`config.mk`:
```
export PLATFORM = sky130hd
export DESIGN_NAME = piso_shift_ctrl_flat
export DESIGN_NICKNAME = d
export VERILOG_FILES = /design/src/rtl/piso_pkg.sv /design/src/rtl/piso_shift_ctrl_if.sv /design/src/rtl/piso_shift_reg.sv /design/src/rtl/piso_shift_ctrl.sv /design/src/flat_wrapper.sv
export SDC_FILE = /design/constraint.sdc
export NUM_CORES = 1
export LEC_CHECK = 0
export BUFFER_PORTS_ARGS = -buffer_cell sky130_fd_sc_hd__buf_4
export CORE_MARGIN = 4
export CORE_UTILIZATION = 50
export CTS_CLUSTER_DIAMETER = 30
export DETAILED_ROUTE_END_ITERATION = 6
export GPL_TIMING_DRIVEN = 0
export PLACE_DENSITY = 0.75
export SLEW_MARGIN = 10
export SYNTH_ARGS = -nofsm -noshare
export SYNTH_HDL_FRONTEND = slang
export SYNTH_SLANG_ARGS = --single-unit
```
`constraint.sdc`:
```
create_clock -name Cp -period 1.33 [get_ports Cp]
set_input_delay 0.1995 -clock Cp [delete_from_list [all_inputs] [get_ports Cp]]
set_output_delay 0.1995 -clock Cp [all_outputs]
set_load 0.05 [all_outputs]
```
`src/rtl/piso_pkg.sv`:
```
// -----------------------------------------------------------------------------
// piso_pkg
// Shared definitions for the parallel-in/serial-out sequencing controller.
//   state_t        : controller state encoding (2'b11 is unused and recovers
//                    to IDLE on the next edge)
//   DEFAULT_WIDTH  : default word length in bits
//   start_ok()     : qualifies a Start request against Abort
// -----------------------------------------------------------------------------
package piso_pkg;

    typedef enum logic [1:0] {
        ST_IDLE  = 2'b00,
        ST_SHIFT = 2'b01,
        ST_DONE  = 2'b10
    } state_t;

    localparam int DEFAULT_WIDTH = 8;

    // A request is only honoured when Abort is low in the same cycle.
    function automatic logic start_ok(input logic start, input logic abort);
        return start & ~abort;
    endfunction

endpackage

```
`src/rtl/piso_shift_ctrl_if.sv`:
```
// -----------------------------------------------------------------------------
// piso_shift_ctrl_if
// Word-request / serial-output bundle between a requester and piso_shift_ctrl.
//   Start, Abort, Din        : driven by the requester (master)
//   Busy, Sout, SoutValid,
//   Done                     : driven by the controller (slave)
// -----------------------------------------------------------------------------
interface piso_shift_ctrl_if #(
    parameter int WIDTH = 8
);
    logic             Start;
    logic             Abort;
    logic [WIDTH-1:0] Din;
    logic             Busy;
    logic             Sout;
    logic             SoutValid;
    logic             Done;

    modport master (
        output Start, Abort, Din,
        input  Busy, Sout, SoutValid, Done
    );

    modport slave (
        input  Start, Abort, Din,
        output Busy, Sout, SoutValid, Done
    );
endinterface

```
`src/rtl/piso_shift_reg.sv`:
```
// -----------------------------------------------------------------------------
// piso_shift_reg
// WIDTH D flip-flops with asynchronous active-low clear and synchronous
// clear / load / shift controls. Shifting moves data toward the output end
// and fills the vacated position with zero.
//   Cp         : clock
//   Rn         : asynchronous active-low clear
//   clear_i    : synchronous clear (highest priority)
//   load_i     : load din_i
//   shift_i    : shift one position toward the output end
//   din_i      : parallel word
//   out_bit_o  : bit currently at the output end
// -----------------------------------------------------------------------------
module piso_shift_reg #(
    parameter int WIDTH     = 8,
    parameter bit MSB_FIRST = 1'b1
) (
    input  logic             Cp,
    input  logic             Rn,
    input  logic             clear_i,
    input  logic             load_i,
    input  logic             shift_i,
    input  logic [WIDTH-1:0] din_i,
    output logic             out_bit_o
);

    logic [WIDTH-1:0] sreg_q;
    logic [WIDTH-1:0] sreg_d;

    always_comb begin
        sreg_d = sreg_q;
        if (clear_i) begin
            sreg_d = '0;
        end else if (load_i) begin
            sreg_d = din_i;
        end else if (shift_i) begin
            if (MSB_FIRST) begin
                sreg_d = {sreg_q[WIDTH-2:0], 1'b0};
            end else begin
                sreg_d = {1'b0, sreg_q[WIDTH-1:1]};
            end
        end
    end

    always_ff @(posedge Cp or negedge Rn) begin
        if (!Rn) begin
            sreg_q <= '0;
        end else begin
            sreg_q <= sreg_d;
        end
    end

    assign out_bit_o = MSB_FIRST ? sreg_q[WIDTH-1] : sreg_q[0];

endmodule

```
`src/rtl/piso_shift_ctrl.sv`:
```
// -----------------------------------------------------------------------------
// piso_shift_ctrl
// Sequencing controller for a parallel-in/serial-out register. Accepts a
// WIDTH-bit word on Start, shifts it out one bit per Cp cycle with SoutValid,
// pulses Done for one cycle after the last bit, then returns to IDLE.
// A request in DONE starts the next word with no idle cycle in between.
//   Cp   : clock, rising edge
//   Rn   : asynchronous active-low reset
//   bus  : piso_shift_ctrl_if.slave (Start, Abort, Din in;
//          Busy, Sout, SoutValid, Done out)
// All outputs are decoded from registered state only.
// -----------------------------------------------------------------------------
module piso_shift_ctrl
    import piso_pkg::*;
#(
    parameter int WIDTH     = DEFAULT_WIDTH,
    parameter bit MSB_FIRST = 1'b1
) (
    input  logic               Cp,
    input  logic               Rn,
    piso_shift_ctrl_if.slave   bus
);

    localparam int CNT_W = $clog2(WIDTH);
    localparam logic [CNT_W-1:0] CNT_LAST = CNT_W'(WIDTH - 1);

    state_t           state_q;
    logic [CNT_W-1:0] cnt_q;
    logic             req_ok;
    logic             load_c;
    logic             shift_c;
    logic             clear_c;
    logic             out_bit;

    assign req_ok = start_ok(bus.Start, bus.Abort);

    // Datapath controls. Start is only looked at in IDLE/DONE, so Din
    // changes while shifting never reach the register.
    always_comb begin
        load_c  = 1'b0;
        shift_c = 1'b0;
        clear_c = 1'b0;
        case (state_q)
            ST_IDLE:  load_c = req_ok;
            ST_DONE:  load_c = req_ok;
            ST_SHIFT: begin
                clear_c = bus.Abort;
                shift_c = ~bus.Abort;
            end
            default:  clear_c = 1'b1;
        endcase
    end

    // FSM and bit counter. The counter is loaded with WIDTH-1 and SHIFT is
    // left on the edge where it reads zero, so it never wraps.
    always_ff @(posedge Cp or negedge Rn) begin
        if (!Rn) begin
            state_q <= ST_IDLE;
            cnt_q   <= '0;
        end else begin
            case (state_q)
                ST_IDLE: begin
                    if (req_ok) begin
                        state_q <= ST_SHIFT;
                        cnt_q   <= CNT_LAST;
                    end
                end
                ST_SHIFT: begin
                    if (bus.Abort) begin
                        state_q <= ST_IDLE;
                        cnt_q   <= '0;
                    end else if (cnt_q == '0) begin
                        state_q <= ST_DONE;
                    end else begin
                        cnt_q <= cnt_q - 1'b1;
                    end
                end
                ST_DONE: begin
                    if (req_ok) begin
                        state_q <= ST_SHIFT;
                        cnt_q   <= CNT_LAST;
                    end else begin
                        state_q <= ST_IDLE;
                    end
                end
                default: begin
                    state_q <= ST_IDLE;
                    cnt_q   <= '0;
                end
            endcase
        end
    end

    piso_shift_reg #(
        .WIDTH     (WIDTH),
        .MSB_FIRST (MSB_FIRST)
    ) u_sreg (
        .Cp        (Cp),
        .Rn        (Rn),
        .clear_i   (clear_c),
        .load_i    (load_c),
        .shift_i   (shift_c),
        .din_i     (bus.Din),
        .out_bit_o (out_bit)
    );

    assign bus.Busy      = (state_q == ST_SHIFT);
    assign bus.SoutValid = (state_q == ST_SHIFT);
    assign bus.Sout      = (state_q == ST_SHIFT) & out_bit;
    assign bus.Done      = (state_q == ST_DONE);

endmodule

```
`src/flat_wrapper.sv`:
```
// flat-port wrapper written by rule: the top's interface ports become plain ports
module piso_shift_ctrl_flat import piso_pkg::*;
#(
    parameter int WIDTH     = DEFAULT_WIDTH,
    parameter bit MSB_FIRST = 1'b1
)
  (Cp, Rn, bus_Start, bus_Abort, bus_Din, bus_Busy, bus_Sout, bus_SoutValid, bus_Done);
  piso_shift_ctrl_if #(.WIDTH(WIDTH)) bus_i ();
  input  logic Cp;
  input  logic Rn;
  input wire logic [$bits(bus_i.Start)-1:0] bus_Start;
  input wire logic [$bits(bus_i.Abort)-1:0] bus_Abort;
  input wire logic [$bits(bus_i.Din)-1:0] bus_Din;
  output wire logic [$bits(bus_i.Busy)-1:0] bus_Busy;
  output wire logic [$bits(bus_i.Sout)-1:0] bus_Sout;
  output wire logic [$bits(bus_i.SoutValid)-1:0] bus_SoutValid;
  output wire logic [$bits(bus_i.Done)-1:0] bus_Done;
  assign bus_i.Start = bus_Start;
  assign bus_i.Abort = bus_Abort;
  assign bus_i.Din = bus_Din;
  assign bus_Busy = bus_i.Busy;
  assign bus_Sout = bus_i.Sout;
  assign bus_SoutValid = bus_i.SoutValid;
  assign bus_Done = bus_i.Done;
  piso_shift_ctrl #(.WIDTH(WIDTH), .MSB_FIRST(MSB_FIRST)) u_core (.Cp(Cp), .Rn(Rn), .bus(bus_i));
endmodule
```
### Yosys cells after proc, flatten, opt, wreduce, memory -nomap -nowiden

Cells that the tools add are included.

* flip-flop bits (word level): 13
* output and inout bits: 4
* word-level logic and storage cells: 34

* $add $sub $neg: 1
* equal/unequal tests: 6
* mux-type cells: 15
* bitwise gates (word level): 3
* reduce and logical (&&, ||, !) cells: 6

Operator list (number)
* 8-bit two-way mux: 3
* 3-bit two-way mux: 3
* 2-bit two-way mux: 3
* 2-bit one-hot mux with 3 select lines: 1
* 3-bit one-hot mux with 2 select lines: 1
* 2-bit by 1-bit inequality test with 1-bit output, second input constant: 2
* 2-bit AND reduction: 2
* 3-bit zero test: 1
* 1-bit two-way mux: 3
* 3-bit by 2-bit inequality test with 1-bit output, second input constant: 1
* 3-bit inequality test, second input constant: 1
* 3-bit nonzero test: 1
* 3-bit by 1-bit subtractor with 3-bit output, second input constant: 1
* 1-bit AND: 2
* 2-bit by 1-bit == test with 1-bit output, second input constant: 1
* 2-bit == test, second input constant: 1
* 2-bit zero test: 1
* 1-bit one-hot mux with 2 select lines: 1
* 2-bit OR reduction: 1
* 1-bit inverter: 1

### Longest topological paths before layout

* word-level depth: 5
* mapped depth: 6
* gate-level depth less buffers: 6

### Modules after synthesis

From an unflattened synthesis, not the netlist that was laid out.

* cell total of the unflattened synthesis: 68
* area, all modules: 737.0 µm²

Modules (own cells, without submodules)
* piso_shift_reg: times used 1, cells each 35, area each 409.1 µm²
* piso_shift_ctrl: times used 1, cells each 33, area each 327.8 µm²

### Worst setup path before layout

No wires, ideal clock.

* kind: flip-flop to output port
* start: register u_core.state_q[0]
* end: output port bus_Sout
* data arrival time: 1771 ps
* data required time: 1131 ps
* setup slack: -640 ps
* cell stages (with the launch flop): 3
* buffers on the path: 0
* path through: dfrtp_1 > nor2b_1 > and2_1

* cells in the longest elaborated chain, start to end: 2

Ends and longest elaborated chain
* from (decl): RTL line piso_shift_ctrl.sv:27 `state_t state_q;`
* from (signal assigned): RTL line piso_shift_ctrl.sv:58 `state_q <= ST_IDLE;`
* from (signal assigned): RTL line piso_shift_ctrl.sv:64 `state_q <= ST_SHIFT;`
* from (signal assigned): RTL line piso_shift_ctrl.sv:70 `state_q <= ST_IDLE;`
* 2-bit by 1-bit == test with 1-bit output
* net bus_Busy: RTL line flat_wrapper.sv:14 `output wire logic [$bits(bus_i.Busy)-1:0] bus_Busy;`
* 1-bit AND: RTL line piso_shift_ctrl.sv:109 `assign bus.Sout = (state_q == ST_SHIFT) & out_bit;`
* to (decl): RTL line flat_wrapper.sv:15 `output wire logic [$bits(bus_i.Sout)-1:0] bus_Sout;`

The timed path passes the listed nets, and every way through them passes these cells.

### Worst setup path in the final report

* start: register u_core.state_q[1]
* end: output port bus_Sout

* cells in the longest elaborated chain, start to end: 2

Ends and longest elaborated chain (RTL line)
* 2-bit by 1-bit == test with 1-bit output: piso_shift_ctrl.sv:109
* 1-bit AND: piso_shift_ctrl.sv:109

No other way between the ends.

==> impl_metrics.py <==
metrics = {
    "outcome": {
        "status": "finished, violations left",
        "failed_checks": "setup timing",
    },
    "route": {
        "antenna_left": 0,
        "drc": 0,
        "dr_total_vias": 521,
        "post_drt_via_cell_ratio": 5.21,
        "drtIter0Drc": 2,
        "routedWlPerCell_um": 12.6,
        "wl_um": 1260,
        "drtPass1Iterations": 4,
    },
    "floorplanning": {
        "die_x_um": 44.6,
        "io-pin-count": 16,
        "die_height_um": 44.6,
        "num_rows": 12,
        "core_um2": 1190,
        "start_util_pct": 56.4,
        "die-area_um2": 1990,
    },
    "layout": {
        "fin_area_um2": 898,
        "n_antenna_cell": 0,
        "layout-drive-gt1-share_pct": 38.4,
        "instances_no_fill": 100,
        "num-nets-final": 101,
        "area_growth_pct": 34.2,
    },
    "clock_tree": {
        "tritoncts_num_sinks": 13,
        "cts_tree": "built",
        "cts_root_buf": "clkbuf_4",
        "cts_buffer_depth": 2,
        "path_clk_slew_ns": 0.08,
        "worst_skew_pair.late_latency_ns": 0.27,
        "htree_levels": 1,
        "numCtsBuffers": 3,
    },
    "timing": {
        "layout_setup_ws_ns": -0.00598,
        "grt_setup_unrepaired": "true",
        "timing.fmax_mhz": 749,
        "skew_ns": 0.00157,
        "slew_headroom_pct": 74.5,
        "drv_slew": 0,
        "period_needed_ns": 1.34,
        "setup_violations": 1,
        "holdWs_ns": 0.138,
        "hold_viol": 0,
        "worstMarginPinSlew_ns": 0.382,
        "finalSetupTns_ns": -0.00598,
        "period_share_pct": 100,
    },
    "power": {
        "leakage_nw": 0.439,
        "ir_drop_v": 0.000893,
        "p_per_area_nw_per_um2": 1350,
    },
    "placement": {
        "place.gp.congestion": 0.654,
        "placed_cells": 92,
        "placed_area_um2": 810,
        "dp_hpwl_um": 924,
        "dpl_worst_slack_ns": 0.0646,
        "io_buffer_count": 15,
    },
    "grt": {
        "grtUsageTotal_pct": 13.9,
        "grt-ovfl-total": 0,
        "first_global_vias": 441,
        "antenna_found_initial": 0,
        "grt_start_max_net_pins": 14,
        "grt_pass1_wl_um": 1960,
    },
    "setup_path": {
        "worstPathRequired_ns": 1.13,
        "worstPathMaxFanout": 4,
        "reg2reg_slack_ns": 0.10,
        "critPathKind": "reg2out",
        "cp-end-kind": "output port",
        "start_kind": "flip-flop",
        "arrival_ns": 1.14,
    },
    "logic_synthesis": {
        "yosys.cell_types.count": 20,
        "synth_area_um2": 669,
        "yosys_warnings": 0,
        "synth_cells": 63,
        "synth_seq_cells": 13,
        "ys_seq_area_share_pct": 48.6,
        "synth.net_count": 77,
        "synth_area_per_cell_um2": 10.6,
    },
    "min_path": {
        "hold_path_class": "in2reg",
    },
    "job": {
        "max-cap-violations": 0,
    },
}
-- stage by stage --
| step | total power, W | util [%] |
|---|---|---|
| after CTS | 0.00120 | 74.4 |
| after global placement | 0.000912 | 68.2 |
| final | 0.00121 | 75.7 |
| after floorplan | 0.000819 | - |
| after global routing | 0.00130 | 75.7 |
| after detailed placement | 0.000930 | 68.2 |
-- final cells by class --
cell class / instances / area, um^2
Fill cell: 82 / 288
Timing Repair Buffer: 19 / 160
Buffer: 3 / 31.3
Sequential cell: 13 / 328
Multi-Input combinational cell: 42 / 317
Inverter: 5 / 18.8
Clock buffer: 4 / 26.3
Tap cell: 14 / 17.5
-- layout by cell type (no fill, tap or decap), drive strengths merged --
cell type     count
dfrtp            13
o21ai            11
nor3b             1
ha                2
nor2b             2
nor3              2
dlymetal6s2s      1
nand2             8
and2              1
mux2i             8
a22oi             3
mux2              1
inv               5
clkbuf            4
buf              20
nor2              2
and2b             1
dlygate4sd3       1
-- path summary, 6_finish.rpt --
kind	end	cells past startpoint	startpoint
worst max-delay path	bus_Sout	3	u_core.state_q[1]$_DFFE_PN0P_
worst min-delay path	u_core.state_q[1]$_DFFE_PN0P_	2	bus_Abort
worst max register to register	u_core.cnt_q[2]$_DFFE_PN0P_	6	u_core.cnt_q[0]$_DFFE_PN0P_
worst min register to register	u_core.u_sreg.sreg_q[4]$_DFFE_PN0P_	2	u_core.u_sreg.sreg_q[3]$_DFFE_PN0P_
max in group asynchronous	u_core.state_q[0]$_DFFE_PN0P_	2	Rn
min in group asynchronous	u_core.cnt_q[0]$_DFFE_PN0P_	2	Rn
-- cell families after synthesis --
logic type / share of synthesized area, %
DFF: 48.6
AOI/OAI and AO/OA: 12.1
muxes: 13.6
buffers and inverters: 7.48
adders and majority gates: 3.74
and+or+nand+nor: 14.4
-- cells in the mapped netlist, drive strengths merged --
master / count / area (um^2)
and2: 1 / 6.26
ha: 2 / 25.0
mux2i: 8 / 80.1
o21ai: 11 / 58.8
nor3: 2 / 10.0
buf: 2 / 18.8
and2b: 1 / 8.76
dlymetal6s2s: 1 / 12.5
nand2: 8 / 30.0
nor2b: 2 / 15.0
mux2: 1 / 11.3
inv: 5 / 18.8
nor3b: 1 / 18.8
dfrtp: 13 / 325
nor2: 2 / 7.51
a22oi: 3 / 22.5
-- metal layers --
| metal | vias up | part of all wire (%) | global-route usage (%) |
|---|---|---|---|
| met5 | - | 0 | 0 |
| met4 | 0 | 2.3 | 9.04 |
| met3 | 4 | 6.6 | 2.44 |
| met2 | 15 | 46 | 20.6 |
| met1 | 240 | 45 | 18.5 |
| li1 | 262 | - | - |
-- state kept, by name, indices dropped and copies added, names as in the netlist --
register and flops:
u_core.cnt_q 3, u_core.state_q 2, u_core.u_sreg.sreg_q 8
-- power by group --
group / switching (W) / leakage [nW] / internal [W]
Sequential: 0.0000391 / 0.161 / 0.000488
Combinational: 0.000236 / 0.263 / 0.000213
Clock: 0.000122 / 0.0150 / 0.000116
-- critical path: stages (launching register included) --
cell	delay [ns]
dfrtp_2	0.44
nor2b_4	0.13
and2_4	0.15
buf_8	0.13
-- repair_timing --
action | in CTS | in global routing
gates resized for setup | 5 | 4
hold endpoints to repair | 13 | 0
endpoints found under the setup margin | 4 | 5
hold buffers | 1 | 0
pin swaps | 0 | 1
buffers inserted | 3 | 0
No activity file was read; power rests on OpenSTA's default activity.
